===== src/rtl/decoder_grant_arbiter_pkg.sv =====
// Shared constants and types for the round-robin grant arbiter and its decoder.
package decoder_grant_arbiter_pkg;

  localparam int NUM_REQ = 8;
  localparam int SEL_W   = 3;

  localparam logic [1:0] IDLE  = 2'd0;
  localparam logic [1:0] GRANT = 2'd1;
  localparam logic [1:0] TURN  = 2'd2;

  typedef logic [NUM_REQ-1:0] reqVec_t;
  typedef logic [SEL_W-1:0]   sel_t;

endpackage


===== src/rtl/decoder_grant_arbiter_dec.sv =====
// Decoder_8: registered enable/select into a one-hot grant vector.
module decoder_grant_arbiter_dec
  import decoder_grant_arbiter_pkg::*;
(
  input  logic    en,
  input  sel_t    sel,
  output reqVec_t oh
);

  always_comb begin
    oh = '0;
    if (en) oh[sel] = 1'b1;
  end

endmodule


===== src/rtl/decoder_grant_arbiter.sv =====
// Round-robin arbiter for 8 requesters with hold-time watchdog and a
// one-cycle bus turnaround between owners.
//
// state | meaning
// IDLE  | no owner; arbitrate when arb_en and any request
// GRANT | grant_sel owns the bus; watchdog counting
// TURN  | one-cycle turnaround gap after release or timeout
module decoder_grant_arbiter
  import decoder_grant_arbiter_pkg::*;
#(
  parameter int MAX_HOLD = 16,
  parameter int CNT_W    = 5
) (
  input  logic               sysclk,
  input  logic               sysrst,
  input  logic               arb_en,
  input  logic [NUM_REQ-1:0] req,
  output logic               grant_en,
  output logic [SEL_W-1:0]   grant_sel,
  output logic [NUM_REQ-1:0] grant_oh,
  output logic               busy,
  output logic               timeout_pulse
);

  localparam logic [CNT_W-1:0] HOLD_LIM = (MAX_HOLD == 0) ? '0 : CNT_W'(MAX_HOLD - 1);
  localparam logic             WD_ON    = (MAX_HOLD != 0);

  logic [1:0]       state;
  sel_t             rrPtr;
  logic [CNT_W-1:0] holdCnt;
  sel_t             winner;
  logic             ownerReq;
  logic             otherReq;
  logic             timeoutHit;

  // Rotate so rrPtr+1 lands at bit 0, take the lowest set bit, then undo the rotation.
  function automatic sel_t rrPick(input reqVec_t r, input sel_t ptr);
    logic [2*NUM_REQ-1:0] dbl;
    reqVec_t              rot;
    sel_t                 start;
    sel_t                 off;
    start = ptr + 1'b1;
    dbl   = {r, r} >> start;
    rot   = dbl[NUM_REQ-1:0];
    off   = '0;
    for (int i = NUM_REQ - 1; i >= 0; i--) begin
      if (rot[i]) off = SEL_W'(i);
    end
    return start + off;
  endfunction

  assign winner     = rrPick(req, rrPtr);
  assign ownerReq   = req[grant_sel];
  assign otherReq   = |(req & ~grant_oh);
  assign timeoutHit = WD_ON && (holdCnt == HOLD_LIM) && otherReq;
  assign busy       = (state != IDLE);

  always_ff @(posedge sysclk or posedge sysrst) begin
    if (sysrst) begin
      state         <= IDLE;
      grant_en      <= 1'b0;
      grant_sel     <= '0;
      rrPtr         <= sel_t'(NUM_REQ - 1);
      holdCnt       <= '0;
      timeout_pulse <= 1'b0;
    end else begin
      timeout_pulse <= 1'b0;
      case (state)
        IDLE: begin
          if (arb_en && |req) begin
            state     <= GRANT;
            grant_en  <= 1'b1;
            grant_sel <= winner;
            rrPtr     <= winner;
            holdCnt   <= '0;
          end
        end
        GRANT: begin
          // Release wins over a coincident timeout, so no pulse in that case.
          if (!ownerReq) begin
            state    <= TURN;
            grant_en <= 1'b0;
          end else if (timeoutHit) begin
            state         <= TURN;
            grant_en      <= 1'b0;
            timeout_pulse <= 1'b1;
          end else if (holdCnt != HOLD_LIM) begin
            holdCnt <= holdCnt + 1'b1;
          end
        end
        TURN: begin
          state <= IDLE;
        end
        default: begin
          state    <= IDLE;
          grant_en <= 1'b0;
        end
      endcase
    end
  end

  decoder_grant_arbiter_dec u_grant_dec (
    .en  (grant_en),
    .sel (grant_sel),
    .oh  (grant_oh)
  );

endmodule


===== config.mk =====
export PLATFORM = sky130hd
export DESIGN_NAME = decoder_grant_arbiter
export DESIGN_NICKNAME = d
export VERILOG_FILES = /design/src/rtl/decoder_grant_arbiter_pkg.sv /design/src/rtl/decoder_grant_arbiter_dec.sv /design/src/rtl/decoder_grant_arbiter.sv
export SDC_FILE = /design/constraint.sdc
export NUM_CORES = 1
export LEC_CHECK = 0
export ABC_AREA = 1
export CAP_MARGIN = 40
export CORE_ASPECT_RATIO = 0.7
export CORE_MARGIN = 2
export CORE_UTILIZATION = 46
export DETAILED_ROUTE_END_ITERATION = 10
export PLACE_DENSITY = 0.73
export SYNTH_ARGS = -nofsm -noshare
export SYNTH_HDL_FRONTEND = slang
export SYNTH_HIERARCHICAL = 1
export SYNTH_SLANG_ARGS = --single-unit

===== constraint.sdc =====
create_clock -name sysclk -period 2.8 [get_ports sysclk]
set_input_delay 0.7 -clock sysclk [delete_from_list [all_inputs] [get_ports sysclk]]
set_output_delay 0.7 -clock sysclk [all_outputs]
set_load 0.02 [all_outputs]

# After elaboration in Yosys (flattened, before gate mapping)
# Index checks and enable logic that the tools add are counted.
classes:
  n_reduce_logical: 12
  magnitude_cmp: 2
  muxes: 29
  bitwise: 3
  shift: 1
  n_eq_ne: 9
  add_sub_neg: 3
ops:
  columns: ["op", "count"]
  rows:
  - ["$mux 3", 8]
  - ["$mux 5", 4]
  - ["$reduce_or 8->1", 2]
  - ["$shr 16x3->8", 1]
  - ["$pmux 5 s2", 1]
  - ["$and 8x8->8", 1]
  - ["$mux 1", 8]
  - ["$mux 8", 1]
  - ["$ne 2x2->1 const B", 4]
  - ["$not 8->8", 1]
  - ["$mux 2", 3]
  - ["$add 5x1->5 const B", 1]
  - ["$eq 5x4->1 const B", 1]
  - ["$ne 5x4->1 const B", 1]
  - ["$reduce_and 5->1", 1]
  - ["$lt 3x4->1 const B", 1]
  - ["$pmux 2 s2", 1]
  - ["$reduce_and 2->1", 2]
  - ["$reduce_bool 2->1", 2]
  - ["$add 3x1->3 const B", 1]
  - ["$add 3x3->3", 1]
  - ["$bmux 1 s3", 1]
  - ["$demux 1 s3", 1]
  - ["$ge 3x1->1 const B", 1]
  - ["other kinds (8)", 10]
totals:
  output_inout_bits: 14
  elab_cells: 65
  in_bits: 11
  register_bits: 15

# Depth between registers and ports, before layout
depth:
  word_depth: 12
  depth_mapped: 20
  ltp_nobuf: 19

# Hierarchy
# The synthesis kept the hierarchy.
by_module_without_submodules:
  columns: ["mod", "seq_area_each_um2", "cells_each", "area_per_inst_um2", "n_inst"]
  rows:
  - ["decoder_grant_arbiter", 379.1, 210, 1427.6, 1]
  - ["decoder_grant_arbiter_dec", 0.0, 17, 63.8, 1]

# Worst setup path after synthesis
# Ideal clock, no wire load.
synth_path:
  path_type: "register -> register"
  from: "register rrPtr[0]"
  to: "register grant_sel[2]"
  path_stages_with_launch: 20
  setup_ns: 0.117
  synth_period_minus_slack_ns: 2.658
  path_buffers: 1
  t_arrival_ns: 2.541
  setup_slack_ns: 0.142
  cell_sequence: "dfstp_2 > ha_1 > buf_4 > inv_4 > nand3_2 > nand3_1 > nand2_1 > nand2_1 > nand2_1 > nand2_1 > nand2_1 > nand2_1 > a21oi_1 > ha_1 > fa_1 > xor2_1 > inv_1 > nand3_1 > nand3_2 > nand2_1"
synth_via:
  elab_chain_cells: 11
synth_lines:
  columns: ["element", "line", "text"]
  rows:
  - ["from (decl)", "decoder_grant_arbiter.sv:29", "sel_t rrPtr;"]
  - ["from (signal assigned)", "decoder_grant_arbiter.sv:63", "rrPtr <= sel_t'(NUM_REQ - 1);"]
  - ["from (signal assigned)", "decoder_grant_arbiter.sv:74", "rrPtr <= winner;"]
  - ["$add 3x1->3 *", "decoder_grant_arbiter.sv:42", "start = ptr + 1'b1;"]
  - ["$shr 16x3->8", "decoder_grant_arbiter.sv:43", "dbl = {r, r} >> start;"]
  - ["$mux 3 (8 in a row)", "decoder_grant_arbiter.sv:47", "if (rot[i]) off = SEL_W'(i);"]
  - ["$add 3x3->3 *", "decoder_grant_arbiter.sv:49", "return start + off;"]
  - ["to (signal assigned)", "decoder_grant_arbiter.sv:73", "grant_sel <= winner;"]
  - ["to (decl)", "decoder_grant_arbiter.sv:19", "output logic [SEL_W-1:0] grant_sel,"]
# Mark *: on every way between the ends. The rest lies on a longest branch, timed or not.
# A chain may end at the register's enable or synchronous reset.

# Worst setup path in the final report
layout_path:
  from: "register rrPtr[1]"
  to: "register grant_sel[2]"
# The elaborated chain is that of the path after synthesis.

==> metrics <==
status=complete, no violations; antenna violations before repair=0; Final Wtd Congestion=0.842; Via density=5.03; final cell count without fillers=313; Hold WC Path Type=reg -> reg; Final min period=2650 ps; cells after synthesis=227; core box area=0.00313 mm²; commonest cells after routing, fill and taps aside=nand2_1 (75), inv_1 (25), buf_4 (22); number of DRC markers in iteration 0=157; CP peak stage delay=560 ps; largest cells by area after synthesis=dfrtp_1 (20%), nand2_1 (19%), nand3_2 (7.4%); Avg Cell Area, Syn=6.57 µm²; Worst-Skew Late Latency=250 ps; startpoint class of the critical path=flip-flop; largest area contributor in the netlist=dfrtp_1; share of layout cells above drive strength 1=26.2%; CTS root buffer=clkbuf_8; CTS max path bufs=2; Die Y=51.6 µm; commonest non-fill, non-tap cell in the layout=nand2_1; PwrDens=1440 mW/mm²; GRT Total Usage=20.7%; final setup margin=151 ps; synthesized net count=243; pin count of the biggest net entering global routing=16; worst reg-to-reg setup slack=150 ps; PortBufs=24; Pwr Total=0.00289 W; Max-slew headroom=62.9%; Final #Nets=292; WP data arrival=2780 ps; n_diodes=0; Worst Path Max Fanout=5; number of global-route vias before repair=1363; Crit Path Class=reg -> reg; drt pass-1 iters=4; CTS tree=yes; Cell variety after synth=31; Tcrit/Tclk final=94.6%; H-tree depth=1; Synth Warn #=6; drt wl/cell=11.7 µm; first-pass GRT wire length=6070 µm; f_max=0.378 GHz; CTS sink count=15; Cell Rows=17; Slew Viols, Final=0; worst path cell trace=ha_4, buf_6, buf_4, nand3_2, nand3_1, nand2_1, buf_4, nor2_1, o21ai_0, a31oi_1, fa_2, xor2_2, inv_1, nand3_1, nand3_2, nand2_1; initial core utilization=47.7%; Critical-path top delay cell=dfstp_2; area fraction of the dominant cell type after synthesis=20.1%; VDD IR max=651 µV; Post-Place Cells=306; sequential area share after synthesis=25.4%; Layout area overhead=34.9%; via count=1575; clk_skew=5.59 ps; Detailed Place HPWL=2860 µm; Worst Setup End Kind=flip-flop; number of CTS-inserted buffers=3; final setup vio count=0; slew at the pin with the worst max-slew slack=556 ps; I/O pins=25; Final ANT Viol Nets=0; ys flop type=dfrtp_1; Die Area=0.00372 mm²; WL final=3650 µm; delay-heaviest family, CP=adder cells; Post-synth EDFFs=0; Post-synth ARST share=100%; leakage=1.03 nW; total congestion overflow=0; Place WS=-323 ps; Buf+Inv Stages, Crit Path=4; post-synthesis cell area=0.00149 mm²; chip width=72.1 µm; WP data required=2940 ps; max-cap viol count=0; DRC errors left=0; CTS clock-pin slew for the worst setup and hold paths=60 ps; Final Util=64.3%; setup TNS=0 ps; endpoints failing hold=0; register bit total from synthesis=15
==> worst min-delay path: cells and delay by family, from the launching register on <==
family	cells	cell delay (ps)
DFF	1	380
and+or+nand+nor	2	110
==> cell type report <==
type	instances	area (µm²)
Clock buffer	4	45.0
Multi-Input combinational cell	179	997
Fill cell	283	1110
Timing Repair Buffer	48	422
Sequential cell	15	379
Inverter	29	121
Tap cell	38	47.5
==> layer usage <==
layer	global-route usage (%)	vias to the layer above	share of wire [%]
li1	-	823	-
met1	32.2	710	53
met2	29.3	40	40
met3	3.88	2	5.8
met5	0	-	0
met4	4.72	0	0.49
==> through the flow <==
step	hold WS [ps]	area [µm²]
floorplan	449	1490
global placement	468	1910
detailed placement	470	1910
CTS	497	1960
global route	516	2010
finish	493	2010
==> flip-flops by register name, summed over array words and instances, names as in the netlist <==
name	count
holdCnt	5
state	2
grant_en	1
timeout_pulse	1
rrPtr	3
grant_sel	3
==> synth_stat cells, types with 2 or more instances <==
| cell type | number |
|---|---|
| a21oi_1 | 3 |
| o21ai_1 | 7 |
| nand2_1 | 76 |
| o21ai_0 | 2 |
| inv_1 | 25 |
| inv_2 | 2 |
| nor2_1 | 18 |
| nand3_1 | 21 |
| o211ai_1 | 4 |
| buf_4 | 2 |
| dfstp_2 | 3 |
| dfrtp_1 | 12 |
| nand2_4 | 2 |
| nand2_2 | 16 |
| nand3_2 | 11 |
| o22ai_1 | 4 |
| xor2_1 | 2 |
| ha_1 | 4 |
==> cell families after synthesis <==
kind of cell    share of synthesized area [%]
flops                                    25.4
fa+ha+maj                                4.70
compound gates                           8.14
xor+xnor                                 1.17
simple gates                             50.7
buf+inv                                  9.90
==> path summary, 6_finish.rpt <==
path	start	end	cells past startpoint
max reg2reg	rrPtr[1]	grant_sel[2]	16
min	rrPtr[1]	rrPtr[1]	2
max in group asynchronous	sysrst	rrPtr[2]	2
max	rrPtr[1]	grant_sel[2]	16
min reg2reg	rrPtr[1]	rrPtr[1]	2
min in group asynchronous	sysrst	holdCnt[2]	2
==> power by group <==
part / internal (W) / total, W / switching [W]
combinational: 0.00100 / 0.00232 / 0.00132
sequential: 0.000312 / 0.000389 / 0.0000771
clock: 0.000101 / 0.000175 / 0.0000739
total: 0.00142 / 0.00289 / 0.00147
==> timing repair <==
action                     4_1_cts  5_1_grt
setup buffers                    0        3
pin swaps                        2        3
setup endpoints to repair        2        3
hold buffers                     0        0
resized for setup               10       11
(Power assumes the default switching activity.)
